### src/rtl/rvfi_bus_responder.sv
// ---------------------------------------------------------------------------
// rvfi_bus_responder
//
// Bus responder standing in for instruction or data memory behind a core that
// is being checked through RVFI. Requests are accepted under a free-running
// random ready, outstanding requests are tracked in order in a small tag FIFO,
// and responses come back in order with random data and random but bounded
// latency. Optional fairness forcing bounds how long a request can be stalled
// and how long the head entry can wait. A sticky flag reports core-side
// handshake violations (a refused request that is dropped or changed).
//
// Ports
//   clock           single clock, rising edge
//   reset           synchronous, active-high
//   req_valid       core request valid
//   req_ready       request accepted this cycle (combinational)
//   req_wr          1 = write
//   req_addr        request address (stability monitoring only)
//   req_size        0=byte 1=half 2=word (stability monitoring only)
//   req_data        write data (stability monitoring only)
//   rsp_valid       response valid, no back-pressure
//   rsp_wr          response belongs to a write (only when WRITE_RSP=1)
//   rsp_data        read data = rand_rsp_data; zero for write responses
//   rand_req_ready  free random ready from the harness
//   rand_rsp_valid  free random response strobe from the harness
//   rand_rsp_data   free random response data from the harness
//   outstanding     number of queued entries
//   stall_forced    ready was forced by fairness this cycle
//   proto_err       sticky core handshake violation
// ---------------------------------------------------------------------------
module rvfi_bus_responder #(
    parameter int ADDR_W          = 32,
    parameter int DATA_W          = 32,
    parameter int MAX_OUTSTANDING = 4,
    parameter int WRITE_RSP       = 0,
    parameter int FAIR            = 1,
    parameter int MAX_REQ_STALL   = 3,
    parameter int MAX_RSP_DELAY   = 3,
    localparam int OUT_W          = $clog2(MAX_OUTSTANDING + 1)
) (
    input  logic              clock,
    input  logic              reset,
    input  logic              req_valid,
    output logic              req_ready,
    input  logic              req_wr,
    input  logic [ADDR_W-1:0] req_addr,
    input  logic [1:0]        req_size,
    input  logic [DATA_W-1:0] req_data,
    output logic              rsp_valid,
    output logic              rsp_wr,
    output logic [DATA_W-1:0] rsp_data,
    input  logic              rand_req_ready,
    input  logic              rand_rsp_valid,
    input  logic [DATA_W-1:0] rand_rsp_data,
    output logic [OUT_W-1:0]  outstanding,
    output logic              stall_forced,
    output logic              proto_err
);

    localparam int   PTR_W  = (MAX_OUTSTANDING > 1) ? $clog2(MAX_OUTSTANDING) : 1;
    localparam int   SC_W   = (MAX_REQ_STALL > 0) ? $clog2(MAX_REQ_STALL + 1) : 1;
    localparam int   HA_W   = (MAX_RSP_DELAY > 0) ? $clog2(MAX_RSP_DELAY + 1) : 1;
    localparam logic FAIR_EN = (FAIR != 0);
    localparam logic WR_EN   = (WRITE_RSP != 0);

    // Registered state
    logic [PTR_W-1:0]  wr_ptr_q, wr_ptr_d;
    logic [PTR_W-1:0]  rd_ptr_q, rd_ptr_d;
    logic [OUT_W-1:0]  outstanding_q, outstanding_d;
    logic              tag_q [MAX_OUTSTANDING];
    logic              tag_d [MAX_OUTSTANDING];
    logic [SC_W-1:0]   stall_cnt_q, stall_cnt_d;
    logic [HA_W-1:0]   head_age_q, head_age_d;
    logic              proto_err_q, proto_err_d;
    logic              prev_refused_q, prev_refused_d;
    logic              held_wr_q, held_wr_d;
    logic [ADDR_W-1:0] held_addr_q, held_addr_d;
    logic [1:0]        held_size_q, held_size_d;
    logic [DATA_W-1:0] held_data_q, held_data_d;

    // Combinational helpers
    logic full;
    logic not_empty;
    logic force_rdy;
    logic force_rsp;
    logic ready_int;
    logic rsp_int;
    logic rsp_wr_int;
    logic push;
    logic pop;
    logic violation;

    // Handshake decisions. Outputs are held low while reset is asserted so the
    // responder presents a quiet bus during reset. The occupancy used here is
    // the registered count, so a pop in this cycle never frees a slot for a
    // same-cycle push, and a freshly pushed entry can only answer next cycle.
    always_comb begin
        full       = (outstanding_q == OUT_W'(MAX_OUTSTANDING));
        not_empty  = (outstanding_q != '0);
        force_rdy  = FAIR_EN && (stall_cnt_q == SC_W'(MAX_REQ_STALL));
        force_rsp  = FAIR_EN && not_empty && (head_age_q == HA_W'(MAX_RSP_DELAY));
        ready_int  = !reset && req_valid && !full && (rand_req_ready || force_rdy);
        rsp_int    = !reset && not_empty && (rand_rsp_valid || force_rsp);
        rsp_wr_int = rsp_int && WR_EN && tag_q[rd_ptr_q];
        push       = ready_int && (!req_wr || WR_EN);
        pop        = rsp_int;
    end

    // Tag FIFO bookkeeping. Writes only enter the FIFO when they owe a
    // response; otherwise they retire at acceptance.
    always_comb begin
        wr_ptr_d      = wr_ptr_q;
        rd_ptr_d      = rd_ptr_q;
        outstanding_d = outstanding_q;
        tag_d         = tag_q;
        if (push) begin
            tag_d[wr_ptr_q] = req_wr;
            wr_ptr_d = (wr_ptr_q == PTR_W'(MAX_OUTSTANDING - 1)) ? '0 : wr_ptr_q + PTR_W'(1);
        end
        if (pop) begin
            rd_ptr_d = (rd_ptr_q == PTR_W'(MAX_OUTSTANDING - 1)) ? '0 : rd_ptr_q + PTR_W'(1);
        end
        if (push && !pop) begin
            outstanding_d = outstanding_q + OUT_W'(1);
        end else if (pop && !push) begin
            outstanding_d = outstanding_q - OUT_W'(1);
        end
    end

    // Fairness counters. The stall counter tracks consecutive refused cycles;
    // the head age tracks how long the current head entry has been waiting.
    // Both keep counting with fairness disabled, they just never force.
    always_comb begin
        stall_cnt_d = '0;
        head_age_d  = '0;
        if (req_valid && !ready_int) begin
            stall_cnt_d = (stall_cnt_q == SC_W'(MAX_REQ_STALL)) ? stall_cnt_q
                                                                : stall_cnt_q + SC_W'(1);
        end
        if (!pop && not_empty) begin
            head_age_d = (head_age_q == HA_W'(MAX_RSP_DELAY)) ? head_age_q
                                                              : head_age_q + HA_W'(1);
        end
    end

    // Handshake monitor: a request refused last cycle must still be valid and
    // unchanged this cycle. The held copy is simply last cycle's request.
    always_comb begin
        violation = prev_refused_q &&
                    (!req_valid ||
                     (req_wr   != held_wr_q)   ||
                     (req_addr != held_addr_q) ||
                     (req_size != held_size_q) ||
                     (req_data != held_data_q));
        proto_err_d    = proto_err_q || violation;
        prev_refused_d = req_valid && !ready_int;
        held_wr_d      = req_wr;
        held_addr_d    = req_addr;
        held_size_d    = req_size;
        held_data_d    = req_data;
    end

    // State registers with synchronous reset. Clearing the pointers and the
    // count drops any in-flight entries without answering them.
    always_ff @(posedge clock) begin
        if (reset) begin
            wr_ptr_q       <= '0;
            rd_ptr_q       <= '0;
            outstanding_q  <= '0;
            for (int i = 0; i < MAX_OUTSTANDING; i++) begin
                tag_q[i] <= 1'b0;
            end
            stall_cnt_q    <= '0;
            head_age_q     <= '0;
            proto_err_q    <= 1'b0;
            prev_refused_q <= 1'b0;
            held_wr_q      <= 1'b0;
            held_addr_q    <= '0;
            held_size_q    <= '0;
            held_data_q    <= '0;
        end else begin
            wr_ptr_q       <= wr_ptr_d;
            rd_ptr_q       <= rd_ptr_d;
            outstanding_q  <= outstanding_d;
            tag_q          <= tag_d;
            stall_cnt_q    <= stall_cnt_d;
            head_age_q     <= head_age_d;
            proto_err_q    <= proto_err_d;
            prev_refused_q <= prev_refused_d;
            held_wr_q      <= held_wr_d;
            held_addr_q    <= held_addr_d;
            held_size_q    <= held_size_d;
            held_data_q    <= held_data_d;
        end
    end

    // Output drive
    always_comb begin
        req_ready    = ready_int;
        rsp_valid    = rsp_int;
        rsp_wr       = rsp_wr_int;
        rsp_data     = (rsp_int && !rsp_wr_int) ? rand_rsp_data : '0;
        outstanding  = outstanding_q;
        stall_forced = force_rdy && ready_int && !rand_req_ready;
        proto_err    = proto_err_q;
    end

endmodule

### config.mk
export PLATFORM = sky130hd
export DESIGN_NAME = rvfi_bus_responder
export DESIGN_NICKNAME = d
export VERILOG_FILES = /design/src/rtl/rvfi_bus_responder.sv
export SDC_FILE = /design/constraint.sdc
export NUM_CORES = 1
export LEC_CHECK = 0
export CAP_MARGIN = 0
export CORE_MARGIN = 2
export CORE_UTILIZATION = 45
export CTS_BUF_LIST = sky130_fd_sc_hd__clkbuf_16
export DETAILED_ROUTE_END_ITERATION = 8
export PLACE_DENSITY = 0.95
export SLEW_MARGIN = 20
export SYNTH_ARGS = -nofsm -noshare
export SYNTH_HDL_FRONTEND = slang
export SYNTH_SLANG_ARGS = --single-unit
### constraint.sdc
create_clock -name clock -period 3.7 [get_ports clock]
set_input_delay 0.555 -clock clock [delete_from_list [all_inputs] [get_ports clock]]
set_output_delay 0.555 -clock clock [all_outputs]
set_load 0.01 [all_outputs]
==> summary.md, run 1 <==
| Metric | Value |
|---|---|
| Status | complete, no violations |
| Worst r2r path cells | 11 |
| WP data arrival | 2.23 ns |
| Worst Setup Start Kind | input port |
| Crit path kind | in -> out |
| Filler cell count | between 400 and 500 |
| Core Rows | 30 |
| Post-CTS Resized | 0 |
| Hold path cells | 1 |
| Post-synth ARST share | 0% |
| Reg2reg end | outstanding[2] |
| Final Max Slew Viols | 0 |
| RSZ-0062 raised after global routing | no |
| CTS HTree Levels | 3 |
| CTS max path bufs | 2 |
| Worst Hold Path EP | head_age_q[0] |
| Total number of vias | 2661 |
| Dpl hpwl | 6010 µm |
| # nets final | 582 |
| Min-delay worst type | reg -> reg |
| Final cycle utilization of the critical path | 75.3% |
| Crit end category | output port |
| Antenna Diode Count | 0 |
| Vias/cell | 4.64 |
| Clock slew at reported path FFs | 0.05 ns |
| Slew @ Worst Pin | 0.661 ns |
| Post-route DRC | 0 |
| Number of synthesized flops with an enable pin | 0 |
| Pleak | 2.08 nW |
| Avg Inst Size Synth | 9.78 µm² |
| Hold Crit Start | head_age_q[0] |
| Syn nets | 439 |
| CTS tree | yes |
| Area post-placement | 0.00474 mm² |
| Synthesized instance count | between 300 and 400 |
| Antenna-violating nets left | 0 |
| Fmax | approximately 0.36 GHz |
| CP Data Required Time | about 3.1 ns |
| Setup Total Neg Slack | 0 ns |
| Max Cap Violations | 0 |
| Maximum vdd drop | 0.000361 V |
| Min cycle time layout | 2.79 ns |
| First-pass GRT wire length | 12100 µm |
| Core Region | 0.00687 mm² |
| Die W | 88.8 µm |
| Vias in the first global route | 2713 |
| Routed WL per cell | 13.4 µm |
| CP max FO | 34 |
| Final WL | 7680 µm |
| Largest net degree at the start of global routing | 39 |
| CTS Sinks | 76 |
| Post-synth top flop | dfxtp_1 |
| GRT met1 Usage | roughly 22% |
| Global route total overflow | 0 |
| Hold_buf cts | 0 |
| Pwr dens | 400 mW/mm² |
| Post-route design area | 0.00499 mm² |
| Placer Congestion | 0.858 |
| Number of buffers added on ports | 142 |
| Synth warn | 0 |
| Setup Buffers After CTS | 0 |
| Most Crowded Layer GR | met2 |
| Initial antenna violation count | 0 |
| Post-synthesis cell type count | 40 |
| Worst Skew | 0.00422 ns |
| Synth area leader | dfxtp_1 |
| Syn-to-layout area delta | 54.4% |
| Sequential cell area fraction in the yosys report | a little under half |
| Overall routing resource usage | 20.0% |
| Slew HR | between 50% and 60% |
| #FFs+latches synth | 76 |
| Num ports | 144 |
| Mapped Area | ~0.0032 mm² |
| CTS root buffer | clkbuf_16 |
| Top post-synthesis cells by area | dfxtp_1, xor2_1, nor2b_1 |
| Die height | 88.8 µm |
| DRT Pass-1 Iters | 5 |
| Fin util | 72.7% |
| Share of post-route cells with drive strength above 1 | 4.60% |
| CTS Buf Count | 9 |
| Routing usage on met2 | between 30% and 40% |
| Setup violations, final | 0 |
| Top-area cell type share of the netlist area | around 47% |
| Final Hold Viols | 0 |
| 1st-iter DRT viols | 36 |
| Worst reg2reg startpoint | head_age_q[0] |
| Initial core utilization | 47.1% |
| FF-to-FF setup slack | 1.30 ns |
| Clk_lat worst skew | 0.32 ns |
| Die area | 0.00788 mm² |
| Met3 GRT Util | 7.65% |
cell type report:
type / instances / area [µm²] / share of cell area [%]
Multi-Input combinational cell: 226 / 1600 / 32.0
Sequential cell: 76 / 1520 / 30.5
Timing Repair Buffer: 144 / 1430 / 28.7
Clock buffer: 9 / 225 / 4.51
Tap cell: 96 / 120 / 2.40
Inverter: 17 / 63.8 / 1.28
Clock inverter: 6 / 32.5 / 0.651
report_power, final:
| group | switching (mW) | internal, mW | total [mW] |
|---|---|---|---|
| Combinational | 0.134 | 0.217 | 0.351 |
| Sequential | 0.0260 | 0.867 | 0.893 |
| Clock | 0.310 | 0.442 | 0.752 |
kinds of logic (layout without fill, tap and decap cells):
group | count (synthesis) | count (layout) | synth area share, %
and+or+nand+nor | 146 | 146 | 27.1
DFF | 76 | 76 | 47.0
xor gates and xnor gates | 56 | 56 | 15.2
buffers and inverters | 29 | 176 | 3.52
AOI/OAI and AO/OA | 17 | 17 | 4.64
adders and majority gates | 4 | 4 | 1.78
muxes | 2 | 2 | 0.619
other | 1 | 1 | 0.116
how the worst max path moves through the flow:
stage | start | cells after the start | to | slack, ns
floorplan | reset | 10 | outstanding[2] | 1.33
global placement | reset | 11 | outstanding[2] | 0.95
detailed placement | reset | 11 | outstanding[2] | 0.85
CTS | rand_rsp_valid | 6 | rsp_data[20] | 0.89
global route | rand_rsp_valid | 6 | rsp_data[20] | 0.76
finish | rand_rsp_valid | 6 | rsp_data[20] | 0.91
per-stage QoR:
stage                     cells  setup WS (ns)  power, mW  hold WS, ns
after CTS                   574          0.894       2.02        0.419
after global placement      559          0.945       1.25        0.407
after detailed placement    559          0.847       1.26        0.412
after global routing        574          0.758       2.08        0.441
final                       574          0.913       2.00        0.419
after floorplan             331           1.33       1.06        0.396
layer usage:
metal / wire length [µm] / part of all wire [%] / vias up
met3: 452 / 5.9 / 9
met4: 63 / 0.82 / 0
met2: 4030 / 52 / 72
met5: 0 / 0 / -
li1: - / - / 1353
met1: 3140 / 41 / 1227
sequential cells by signal (all words and copies together), names as in the netlist:
| signal | count |
|---|---|
| held_wr_q | 1 |
| proto_err | 1 |
| stall_cnt_q | 2 |
| prev_refused_q | 1 |
| held_addr_q | 32 |
| held_size_q | 2 |
| held_data_q | 32 |
| outstanding | 3 |
| head_age_q | 2 |
cells in the mapped netlist (2+ instances only):
cell / instances
nor4_1: 13
ha_1: 3
nand4_1: 4
clkbuf_1: 9
a21oi_1: 3
nand2_1: 2
nor3_1: 2
mux2i_1: 2
xnor2_1: 2
nand2b_1: 3
o21ai_0: 2
xor2_1: 54
inv_1: 17
o22ai_1: 3
nor2_1: 20
nor2b_4: 2
nor2b_1: 61
dfxtp_1: 76
and2_1: 32
cells in the final DEF (no fill, tap or decap), drive strengths merged, types with 4 or more instances in the layout:
| cell | instances |
|---|---|
| nor2b | 63 |
| clkdlybuf4s50 | 141 |
| nand4 | 4 |
| inv | 17 |
| clkinv | 4 |
| nor4 | 13 |
| dfxtp | 76 |
| clkbuf | 9 |
| xor2 | 54 |
| and2 | 32 |
| nor2 | 20 |
worst max-delay path, stage by stage:
cell	delay (ns)
clkdlybuf4s50_1	0.45
nor2_1	0.06
nor3_2	0.14
buf_4	0.28
and2_1	0.19
clkdlybuf4s50_1	0.54
Power figures use the tool's default switching activity.
==> run 2, diff against run 1 <==
--- a/config.mk
+++ b/config.mk
@@ -7,10 +7,10 @@
 export LEC_CHECK = 0
 export CAP_MARGIN = 0
 export CORE_MARGIN = 2
-export CORE_UTILIZATION = 45
+export CORE_UTILIZATION = 42
 export CTS_BUF_LIST = sky130_fd_sc_hd__clkbuf_16
 export DETAILED_ROUTE_END_ITERATION = 8
-export PLACE_DENSITY = 0.95
+export PLACE_DENSITY = 0.92
 export SLEW_MARGIN = 20
 export SYNTH_ARGS = -nofsm -noshare
 export SYNTH_HDL_FRONTEND = slang
==> constraint.sdc (replaced) <==
create_clock -name clock -period 2.8 [get_ports clock]
set_input_delay 0.42 -clock clock [delete_from_list [all_inputs] [get_ports clock]]
set_output_delay 0.42 -clock clock [all_outputs]
set_load 0.01 [all_outputs]
==> summary.md, run 2 (synthesized netlist as in run 1, its figures left out) <==
| Metric | Value |
|---|---|
| Initial core utilization | 42.5% |
| CTS max path bufs | 2 |
| Final cell count without fillers | 581 |
| Final total power | 2.75 mW |
| Final Max Slew Viols | 0 |
| Post-CTS Resized | 0 |
| Max Cap Violations | 0 |
| Routed WL per cell | 12.7 µm |
| Post-route DRC | 0 |
| CTS root buffer | clkbuf_16 |
| CP Data Required Time | 2.38 ns |
| Crit end category | output port |
| # nets final | 582 |
| First-pass GRT wire length | 12200 µm |
| Slowest-stage cell, CP | clkdlybuf4s50_1 |
| Core Region | 0.00761 mm² |
| Min Hold Slack | 0.432 ns |
| Die height | just over 90 µm |
| Leading cell type in the layout, fill and taps excluded | clkdlybuf4s50_1 |
| Total number of vias | 2654 |
| CP max FO | 33 |
| Clk_lat worst skew | around 0.32 ns |
| Setup violations, final | 0 |
| Vias in the first global route | between 2000 and 3000 |
| Maximum vdd drop | 0.000394 V |
| Overall routing resource usage | 18.2% |
| Final Hold Viols | 0 |
| CTS HTree Levels | 3 |
| Initial antenna violation count | 0 |
| RSZ-0062 raised after global routing | no |
| Number of buffers added on ports | around 140 |
| Worst Setup Start Kind | input port |
| Pleak | around 2.1 nW |
| Slew HR | 53.1% |
| Setup Buffers After CTS | 0 |
| Clock slew at reported path FFs | 0.05 ns |
| Crit path buffers/inverters | 3 |
| Final WS setup | 0.213 ns |
| Pwr dens | 546 mW/mm² |
| Filler cell count | 616 |
| Cell family with most CP delay | buffers and inverters |
| Min cycle time layout | approximately 2.6 ns |
| Core Rows | 32 |
| Status | complete, no violations |
| Final cycle utilization of the critical path | 92.4% |
| Max incr delay on CP | between 0.5 and 0.6 ns |
| Share of post-route cells with drive strength above 1 | 4.80% |
| CTS tree | yes |
| Hold Crit Start | head_age_q[0] |
| Crit path kind | in -> out |
| Num ports | 144 |
| Most used cell, CP | clkdlybuf4s50_1 |
| 1st-iter DRT viols | between 70 and 80 |
| Global route total overflow | 0 |
| Worst Skew | 0.00438 ns |
| Post-route design area | 0.00504 mm² |
| Die area | ~0.0084 mm² |
| Placed cell count | 565 |
| Slew @ Worst Pin | ~0.7 ns |
| DRT Pass-1 Iters | 5 |
| CTS Sinks | 76 |
| Hold_buf cts | 0 |
| Largest net degree at the start of global routing | 73 |
| Fmax | 0.387 GHz |
| WP data arrival | 2.17 ns |
| Syn-to-layout area delta | 55.7% |
| Die W | 91.8 µm |
| Critical path cell sequence | clkdlybuf4s50_1 -> nor2_1 -> nor3_2 -> buf_4 -> and2_1 -> clkdlybuf4s50_1 |
| Area post-placement | 0.00474 mm² |
| Final WL | 7380 µm |
| Worst reg2reg startpoint | outstanding[0] |
| Crit path launch | rand_rsp_valid |
| CTS Buf Count | 9 |
| Antenna Diode Count | 0 |
| Dpl hpwl | 5760 µm |
| Setup Total Neg Slack | 0 ns |
| Highest-count cells in the layout ignoring fill and taps | clkdlybuf4s50_1, dfxtp_1, nor2b_1 |
| Placer Congestion | around 0.85 |
| Worst setup slack after placement | 0.0768 ns |
| Antenna-violating nets left | 0 |
| Fin util | 66.2% |
| Min-delay worst type | reg -> reg |
| Vias/cell | 4.57 |
run 2: cell types whose count changed in the layout (fill, tap and decap cells not counted):
cell / delta
bufinv_16: +1
clkinv_1: -1
clkinv_2: -1
clkinv_4: +1
clkinvlp_4: -1
inv_1: +1
inv_6: +1
run 2: routing by layer:
metal / GRT usage (%) / share of wire (%) / wire (µm) / vias to the layer above
met3: 4.60 / 4.5 / 333 / 12
met2: 31.5 / 51 / 3770 / 72
met5: 0 / 0 / 0 / -
met4: 6.59 / 1.2 / 88 / 0
met1: 21.7 / 43 / 3190 / 1221
li1: - / - / - / 1349
run 2: path summary, 6_finish.rpt:
kind	to	slack (ns)	cells past startpoint
worst min-delay path	head_age_q[0]	0.43	1
worst max register to register	outstanding[2]	0.52	10
worst max-delay path	rsp_data[31]	0.21	6
worst min register to register	head_age_q[0]	0.43	1
run 2: worst register-to-register path, stage by stage, from the launching register on:
cell and delay (ns):
dfxtp_1 0.43, nor2_1 0.08, a21oi_1 0.16, o21ai_0 0.17, nor2_1 0.13, ha_1 0.19
inv_1 0.06, fa_1 0.37, xor2_1 0.16, or3_1 0.31, a21oi_1 0.15
run 2: final cells by class:
| type | instances | area, µm² | share of cell area [%] |
|---|---|---|---|
| repair buffers | 144 | 1430 | 28.4 |
| well taps | 102 | 128 | 2.53 |
| clock inverters | 7 | 67.6 | 1.34 |
| clock buffers | 9 | 225 | 4.47 |
| multi-input cells | 226 | 1600 | 31.8 |
| inverters | 17 | 63.8 | 1.27 |
| flip-flops and latches | 76 | 1520 | 30.2 |
run 2: power breakdown:
group / switching [mW] / internal, mW / leakage (nW)
Sequential: 0.0339 / 1.14 / 0.632
Combinational: 0.174 / 0.286 / 1.32
Clock: 0.427 / 0.686 / 0.145
Total: 0.635 / 2.12 / 2.10
